==> src/rtl/pixel_frame_controller.sv <==
// Frame sequencer for a pixel-sensor array: erase, expose, ramp conversion,
// then row-by-row readout over a valid/ready handshake.
module pixel_frame_controller #(
  parameter int PIXEL_BITS   = 8,
  parameter int ROWS         = 2,
  parameter int ERASE_CYCLES = 5,
  parameter int EXPOSE_BITS  = 8
) (
  input  logic                   clk,
  input  logic                   reset,
  input  logic                   start,
  input  logic [EXPOSE_BITS-1:0] expose_time,
  output logic                   erase,
  output logic                   expose,
  output logic                   ramp,
  output logic [PIXEL_BITS-1:0]  counter,
  output logic [ROWS-1:0]        read,
  output logic                   row_valid,
  input  logic                   row_ready,
  output logic                   busy,
  output logic                   frame_done
);

  localparam int ROW_W   = (ROWS > 1) ? $clog2(ROWS) : 1;
  localparam int ERASE_W = (ERASE_CYCLES > 1) ? $clog2(ERASE_CYCLES) : 1;

  localparam logic [ERASE_W-1:0]     ERASE_LAST = ERASE_W'(ERASE_CYCLES - 1);
  localparam logic [ERASE_W-1:0]     ERASE_ONE  = ERASE_W'(1);
  localparam logic [EXPOSE_BITS-1:0] EXP_ONE    = EXPOSE_BITS'(1);
  localparam logic [PIXEL_BITS-1:0]  CNT_MAX    = {PIXEL_BITS{1'b1}};
  localparam logic [PIXEL_BITS-1:0]  CNT_ONE    = PIXEL_BITS'(1);
  localparam logic [ROW_W-1:0]       ROW_LAST   = ROW_W'(ROWS - 1);
  localparam logic [ROW_W-1:0]       ROW_ONE    = ROW_W'(1);

  typedef enum logic [2:0] {
    ST_IDLE       = 3'd0,
    ST_ERASE      = 3'd1,
    ST_EXPOSE     = 3'd2,
    ST_CONVERT    = 3'd3,
    ST_READ_SETUP = 3'd4,
    ST_READ_VALID = 3'd5
  } state_t;

  state_t                 state_r, state_nx_s;
  logic [ERASE_W-1:0]     erase_cnt_r, erase_cnt_nx_s;
  logic [EXPOSE_BITS-1:0] expose_len_r, expose_len_nx_s;
  logic [EXPOSE_BITS-1:0] expose_cnt_r, expose_cnt_nx_s;
  logic [PIXEL_BITS-1:0]  counter_r, counter_nx_s;
  logic [ROW_W-1:0]       row_r, row_nx_s;
  logic [ROWS-1:0]        read_r, read_nx_s;
  logic                   erase_r, expose_r, ramp_r, row_valid_r, busy_r, frame_done_r;
  logic                   frame_done_nx_s, rd_active_s;

  // Next-state and phase counters
  always_comb begin
    state_nx_s      = state_r;
    erase_cnt_nx_s  = erase_cnt_r;
    expose_len_nx_s = expose_len_r;
    expose_cnt_nx_s = expose_cnt_r;
    counter_nx_s    = counter_r;
    row_nx_s        = row_r;
    frame_done_nx_s = 1'b0;
    case (state_r)
      ST_IDLE: begin
        erase_cnt_nx_s  = {ERASE_W{1'b0}};
        expose_cnt_nx_s = {EXPOSE_BITS{1'b0}};
        counter_nx_s    = {PIXEL_BITS{1'b0}};
        row_nx_s        = {ROW_W{1'b0}};
        if (start) begin
          // A zero exposure still gets one expose cycle
          expose_len_nx_s = (expose_time == {EXPOSE_BITS{1'b0}}) ? EXP_ONE : expose_time;
          state_nx_s      = ST_ERASE;
        end else begin
          state_nx_s = ST_IDLE;
        end
      end
      ST_ERASE: begin
        if (erase_cnt_r == ERASE_LAST) begin
          state_nx_s = ST_EXPOSE;
        end else begin
          erase_cnt_nx_s = erase_cnt_r + ERASE_ONE;
        end
      end
      ST_EXPOSE: begin
        if (expose_cnt_r == (expose_len_r - EXP_ONE)) begin
          state_nx_s = ST_CONVERT;
        end else begin
          expose_cnt_nx_s = expose_cnt_r + EXP_ONE;
        end
      end
      ST_CONVERT: begin
        // Counter saturates at max and holds there through readout
        if (counter_r == CNT_MAX) begin
          state_nx_s = ST_READ_SETUP;
          row_nx_s   = {ROW_W{1'b0}};
        end else begin
          counter_nx_s = counter_r + CNT_ONE;
        end
      end
      ST_READ_SETUP: begin
        state_nx_s = ST_READ_VALID;
      end
      ST_READ_VALID: begin
        if (row_ready) begin
          if (row_r == ROW_LAST) begin
            state_nx_s      = ST_IDLE;
            counter_nx_s    = {PIXEL_BITS{1'b0}};
            frame_done_nx_s = 1'b1;
          end else begin
            row_nx_s   = row_r + ROW_ONE;
            state_nx_s = ST_READ_SETUP;
          end
        end else begin
          state_nx_s = ST_READ_VALID;
        end
      end
      default: begin
        state_nx_s   = ST_IDLE;
        counter_nx_s = {PIXEL_BITS{1'b0}};
      end
    endcase
  end

  // Row enable decode from the upcoming state so outputs can be registered
  always_comb begin
    read_nx_s   = {ROWS{1'b0}};
    rd_active_s = (state_nx_s == ST_READ_SETUP) || (state_nx_s == ST_READ_VALID);
    for (int r = 0; r < ROWS; r++) begin
      read_nx_s[r] = rd_active_s && (row_nx_s == ROW_W'(r));
    end
  end

  // State, counters and registered outputs
  always_ff @(posedge clk or negedge reset) begin
    if (!reset) begin
      state_r      <= ST_IDLE;
      erase_cnt_r  <= {ERASE_W{1'b0}};
      expose_len_r <= {EXPOSE_BITS{1'b0}};
      expose_cnt_r <= {EXPOSE_BITS{1'b0}};
      counter_r    <= {PIXEL_BITS{1'b0}};
      row_r        <= {ROW_W{1'b0}};
      read_r       <= {ROWS{1'b0}};
      erase_r      <= 1'b0;
      expose_r     <= 1'b0;
      ramp_r       <= 1'b0;
      row_valid_r  <= 1'b0;
      busy_r       <= 1'b0;
      frame_done_r <= 1'b0;
    end else begin
      state_r      <= state_nx_s;
      erase_cnt_r  <= erase_cnt_nx_s;
      expose_len_r <= expose_len_nx_s;
      expose_cnt_r <= expose_cnt_nx_s;
      counter_r    <= counter_nx_s;
      row_r        <= row_nx_s;
      read_r       <= read_nx_s;
      erase_r      <= (state_nx_s == ST_ERASE);
      expose_r     <= (state_nx_s == ST_EXPOSE);
      ramp_r       <= (state_nx_s == ST_CONVERT);
      row_valid_r  <= (state_nx_s == ST_READ_VALID);
      busy_r       <= (state_nx_s != ST_IDLE);
      frame_done_r <= frame_done_nx_s;
    end
  end

  assign erase      = erase_r;
  assign expose     = expose_r;
  assign ramp       = ramp_r;
  assign counter    = counter_r;
  assign read       = read_r;
  assign row_valid  = row_valid_r;
  assign busy       = busy_r;
  assign frame_done = frame_done_r;

endmodule
==> config.mk <==
export PLATFORM = sky130hd
export DESIGN_NAME = pixel_frame_controller
export DESIGN_NICKNAME = d
export VERILOG_FILES = /design/src/rtl/pixel_frame_controller.sv
export SDC_FILE = /design/constraint.sdc
export NUM_CORES = 1
export LEC_CHECK = 0
export ABC_AREA = 0
export CAP_MARGIN = 20
export CORE_ASPECT_RATIO = 0.9
export CORE_MARGIN = 3
export CORE_UTILIZATION = 40
export DETAILED_ROUTE_END_ITERATION = 6
export PLACE_DENSITY = 0.61
export SYNTH_ARGS = -nofsm -noshare
export SYNTH_HDL_FRONTEND = slang
export SYNTH_SLANG_ARGS = --single-unit
==> constraint.sdc <==
create_clock -name clk -period 2.6 [get_ports clk]
set_input_delay 0.26 -clock clk [delete_from_list [all_inputs] [get_ports clk]]
set_output_delay 0.26 -clock clk [all_outputs]
set_load 0.1 [all_outputs]
# After elaboration in Yosys (flattened, before gate mapping)
# Cells that the tools add are included.
[totals] register_bits=39 latchBits=0 mem_bits_rw=0 romBits=0 output_inout_bits=16 memories=0
[op_classes] addsub=5 multipliers=0 n_div=0 n_lt_le_gt_ge=0 eq_ne=18 n_shift=0 n_mux=23 bitwise_logic=2 reduce_logical=13
[ops] cell="8-bit 2-to-1 mux" count=5
[ops] cell="8-bit one-hot mux with 3 select lines" count=1
[ops] cell="3-bit 2-to-1 mux" count=6
[ops] cell="3-bit one-hot mux with 6 select lines" count=1
[ops] cell="8-bit by 1-bit adder with 8-bit output, second input constant" count=2
[ops] cell="8-bit one-hot mux with 2 select lines" count=1
[ops] cell="3-bit == test, second input constant" count=5
[ops] cell="3-bit by 2-bit == test with 1-bit output, second input constant" count=4
[ops] cell="2-bit inequality test, second input constant" count=5
[ops] cell="8-bit == test" count=1
[ops] cell="8-bit == test, second input constant" count=1
[ops] cell="8-bit logical NOT" count=1
[ops] cell="8-bit by 1-bit subtractor with 8-bit output, second input constant" count=1
[ops] cell="1-bit 2-to-1 mux" count=7
[ops] cell="3-bit by 1-bit == test with 1-bit output, second input constant" count=2
[ops] cell="3-bit one-hot mux with 2 select lines" count=1
[ops] cell="2-bit AND reduction" count=3
[ops] cell="4-bit AND reduction" count=1
[ops] cell="2-bit nonzero test" count=2
[ops] cell="3-bit by 1-bit adder with 3-bit output, second input constant" count=1
[ops] cell="3-bit logical NOT" count=1
[ops] cell="1-bit one-hot mux with 3 select lines" count=1
[ops] cell="3-bit nonzero test" count=1
[ops] cell="3-bit OR reduction" count=1
[ops] cell="4 further kinds" count=6

# Longest topological paths before layout
[depth] depth_word=7 depth_mapped=9 mapped_depth_nobuf=8

# Least setup slack after synthesis
# Ideal clock, no wire load.
[synth_timing] path_kind="register -> register" startpoint="register counter_r[0] (netlist: counter[0])" endpoint="register busy_r (netlist: busy)" setup_ns=0.131 arrival_time_ns=2.744 path_slack_ns=-0.276 path_stages_with_launch=8 path_buffers=0 cell_sequence="dfrtp_1 > ha_1 > nand3_1 > or3_1 > nand2_1 > inv_2 > a2111o_1 > or3_1"
[synth_between] elab_chain_cells=4
[synth_rtl] item="from (decl)" line_no="48" text="logic [PIXEL_BITS-1:0] counter_r, counter_nx_s;"
[synth_rtl] item="from (signal assigned)" line_no="140" text="counter_r <= {PIXEL_BITS{1'b0}};"
[synth_rtl] item="from (signal assigned)" line_no="154" text="counter_r <= counter_nx_s;"
[synth_rtl] item="8-bit == test" line_no="93" text="if (counter_r == CNT_MAX) begin"
[synth_rtl] item="3-bit 2-to-1 mux" line_no="93"
[synth_rtl] item="3-bit one-hot mux with 6 select lines" line_no="63" text="case (state_r)"
[synth_rtl] item="via state_nx_s[0]" line_no="44" text="state_t state_r, state_nx_s;"
[synth_rtl] item="3-bit nonzero test" line_no="161" text="busy_r <= (state_nx_s != ST_IDLE);"
[synth_rtl] item="to (signal assigned)" line_no="161"
[synth_rtl] item="to (decl)" line_no="51" text="logic erase_r, expose_r, ramp_r, row_valid_r, busy_r, frame_done_r;"
# The timed path passes the listed nets, and every way through them passes these cells.
# A chain may end at the register's enable or synchronous reset.

# Final worst setup path
# Same ends and word-level chain as after synthesis.

==> qor.csv <==
metric,value,unit
grt ovf,0,
Peak Freq,431,MHz
Routed Antenna Nets,0,
Port Buffers,27,
vias in the first global route,1544,
vias per cell,5.38,
Main synth FF type,dfrtp_1,
clk_lat worst skew,0.29,ns
register area,981,um^2
Worst Setup End Kind,register,
final core occ,0.522,
drt drc,0,
clock tree sinks,39,
"EDFF count, synth",0,
largest net degree at the start of global routing,40,
Layout Cells excl Fill,305,
via count,1640,
number of placed I/O pins,28,
fin crit period,2.32,ns
WL/cell,14.1,um
hold_buf cts,0,
Fin Clk Skew,0.00444,ns
startpoint types,register,
1st-iter DRT viols,98,
die width,81.2,um
Layout fillers,449,
Total Power,2.73,mW
syn avg cell area,9.73,um^2
# Post-CTS Setup Buffers,0,
H-tree levels,2,
relative slew slack,0.431,
clock transition at the registers of the reported paths,0.08,ns
first-pass GRT wire length,7490,um
PwrDens,1120,nW/um^2
Placer Congestion,0.760,
worst-path maximum fanout,5,
core area,4660,um^2
Peak VDD IR,718,uV
share of cells above drive strength 1,0.177,
initial antenna violation count,0,
worst r2r src,counter[0],
ys async rst share,1.00,
Final setup viols,0,
post-CTS sizing,0,
multi-input logic area,1010,um^2
critical setup path kind,reg -> reg,
Layout area overhead,19.7,%
HP Class,in -> async,
sequential fraction of the synthesis area,0.480,
status,"finished, final reports clean",
post-synthesis cell type count,44,
Max-Cap Viols,0,
arrival time worst endpoint,2.49,ns
reg2reg end,busy,
RSZ-0062 raised after global routing,false,
"Slew Viols, Final",0,
Slew @ Worst Pin,0.854,ns
r2r setup slk,0.28,ns
YS warnings,0,
syn nets,226,
crit share post-route,0.892,
die height,73.7,um
Routed WL,4290,um
setup TNS after final layout,0,ns
CTS tree,done,
Nets,259,
WP data required,2.77,ns
reg2reg path depth,7,
Placed Cells,297,
Leak,1.08,nW
#FFs+latches synth,39,
diodes inserted,0,
dpl hpwl,3200,um
CTS Buf Count,5,
DRT Pass-1 Iters,4,
Clock Tree Buf Depth,2,
hold slack,0.0787,ns
"Cell Area, Synth",2030,um^2
CTS root buf,clkbuf_8,
Initial Util,0.436,
Die ar.,5980,um^2
final hold violations,0,
row count,23,
Mapped Cells,209,
GRT Overall Usage,0.164,
==> state kept, by name, summed over array words and instances, names as in the netlist <==
register      flops
erase             1
state_r           3
ramp              1
erase_cnt_r       3
busy              1
read              2
expose            1
frame_done        1
row_valid         1
expose_len_r      8
counter           8
row_r             1
expose_cnt_r      8
==> Yosys cell counts, drive strengths merged (2+ instances only) <==
cell    number  area share
ha           5       0.031
inv          8       0.015
nor2        15       0.028
a32oi        2      0.0086
nand2b       3      0.0092
o211ai       2      0.0074
o21a         2      0.0074
o31ai        5       0.018
or4          2      0.0074
dfrtp       39        0.48
nand3        9       0.022
nand4        2      0.0061
and2         2      0.0061
nand2       20       0.037
clkbuf       4      0.0074
xnor2        4       0.017
xor2         7       0.030
o21ai       19       0.047
a31oi        3      0.0092
nor2b        2      0.0061
o22ai        3      0.0092
nor4         4       0.015
mux2         7       0.039
nor3         3      0.0074
a21oi       13       0.032
and3         6       0.018
or3          6       0.021
==> worst max-delay path, cell delays in order, from the launching register on <==
cell      delay (ns)
dfrtp_2         0.40
ha_1            0.20
nand3_1         0.14
or3_1           0.49
nand2_1         0.14
inv_2           0.06
a2111o_1        0.42
or3_1           0.35
==> placed cells by master, fill, tap and decap left out, types with 2 or more instances in the layout <==
cell type	synthesis	routed
clkbuf_8	0	5
o31ai_1	5	5
xor2_1	7	7
o21ai_1	3	3
dfrtp_1	39	35
nand2b_1	3	3
and3_1	6	6
or3_1	5	5
o21a_1	2	2
nor3_1	3	3
inv_1	7	7
o211ai_1	2	2
or4_1	2	2
a31oi_1	3	3
nand2_1	20	20
o21ai_0	16	16
nor4_1	3	3
and2_1	2	2
o22ai_1	3	3
nor2b_1	2	2
ha_1	5	5
a32oi_1	2	2
a21oi_1	13	13
nand3_1	9	9
clkdlybuf4s50_1	0	10
buf_4	1	20
dfrtp_2	0	4
nor2_1	15	15
xnor2_1	4	4
nand4_1	2	2
mux2_2	6	6
==> power by group <==
group / switching (mW) / internal (mW)
combinational: 0.885 / 0.464
clock: 0.209 / 0.187
sequential: 0.201 / 0.781
==> how the worst max path moves through the flow <==
stage                    startpoint         endpoint  slack, ns  cells past startpoint
floorplan                counter[1]             busy       0.05                      7
global placement    expose_len_r[2]             busy       0.30                      6
detailed placement  expose_len_r[0]             busy       0.28                      6
global route        expose_len_r[0]  expose_cnt_r[1]       0.15                      7
finish                   counter[0]             busy       0.28                      7
CTS                      counter[0]             busy       0.28                      7
==> final cells by class <==
class | count | area share
Clock buffer | 6 | 0.0298
Multi-Input combinational cell | 157 | 0.413
Tap cell | 62 | 0.0319
Inverter | 8 | 0.0123
Sequential cell | 39 | 0.403
Clock inverter | 2 | 0.00514
Timing Repair Buffer | 31 | 0.105
==> kinds of logic after synthesis <==
kind of cell	share of synthesized area
buffers and inverters	0.0258
AND/OR/NAND/NOR	0.198
flip-flops	0.480
AO/OA/AOI/OAI	0.180
adder cells (fa/ha/maj)	0.0308
multiplexers	0.0387
XOR/XNOR	0.0474
==> layer usage <==
layer,share of wire,wire [um],track usage,up-vias
met5,0,0,0,-
met4,0.013,56,0.0563,0
met3,0.037,160,0.0404,7
met2,0.43,1840,0.219,26
met1,0.52,2240,0.254,777
li1,-,-,-,830
==> through the flow <==
step / cell area [um^2] / setup WS (ns)
4_1_cts: 2430 / 0.284
6_report: 2430 / 0.281
5_1_grt: 2430 / 0.150
2_1_floorplan: 2040 / 0.0502
3_5_place_dp: 2350 / 0.277
3_3_place_gp: 2350 / 0.301
No activity file was read; power rests on OpenSTA's default activity.
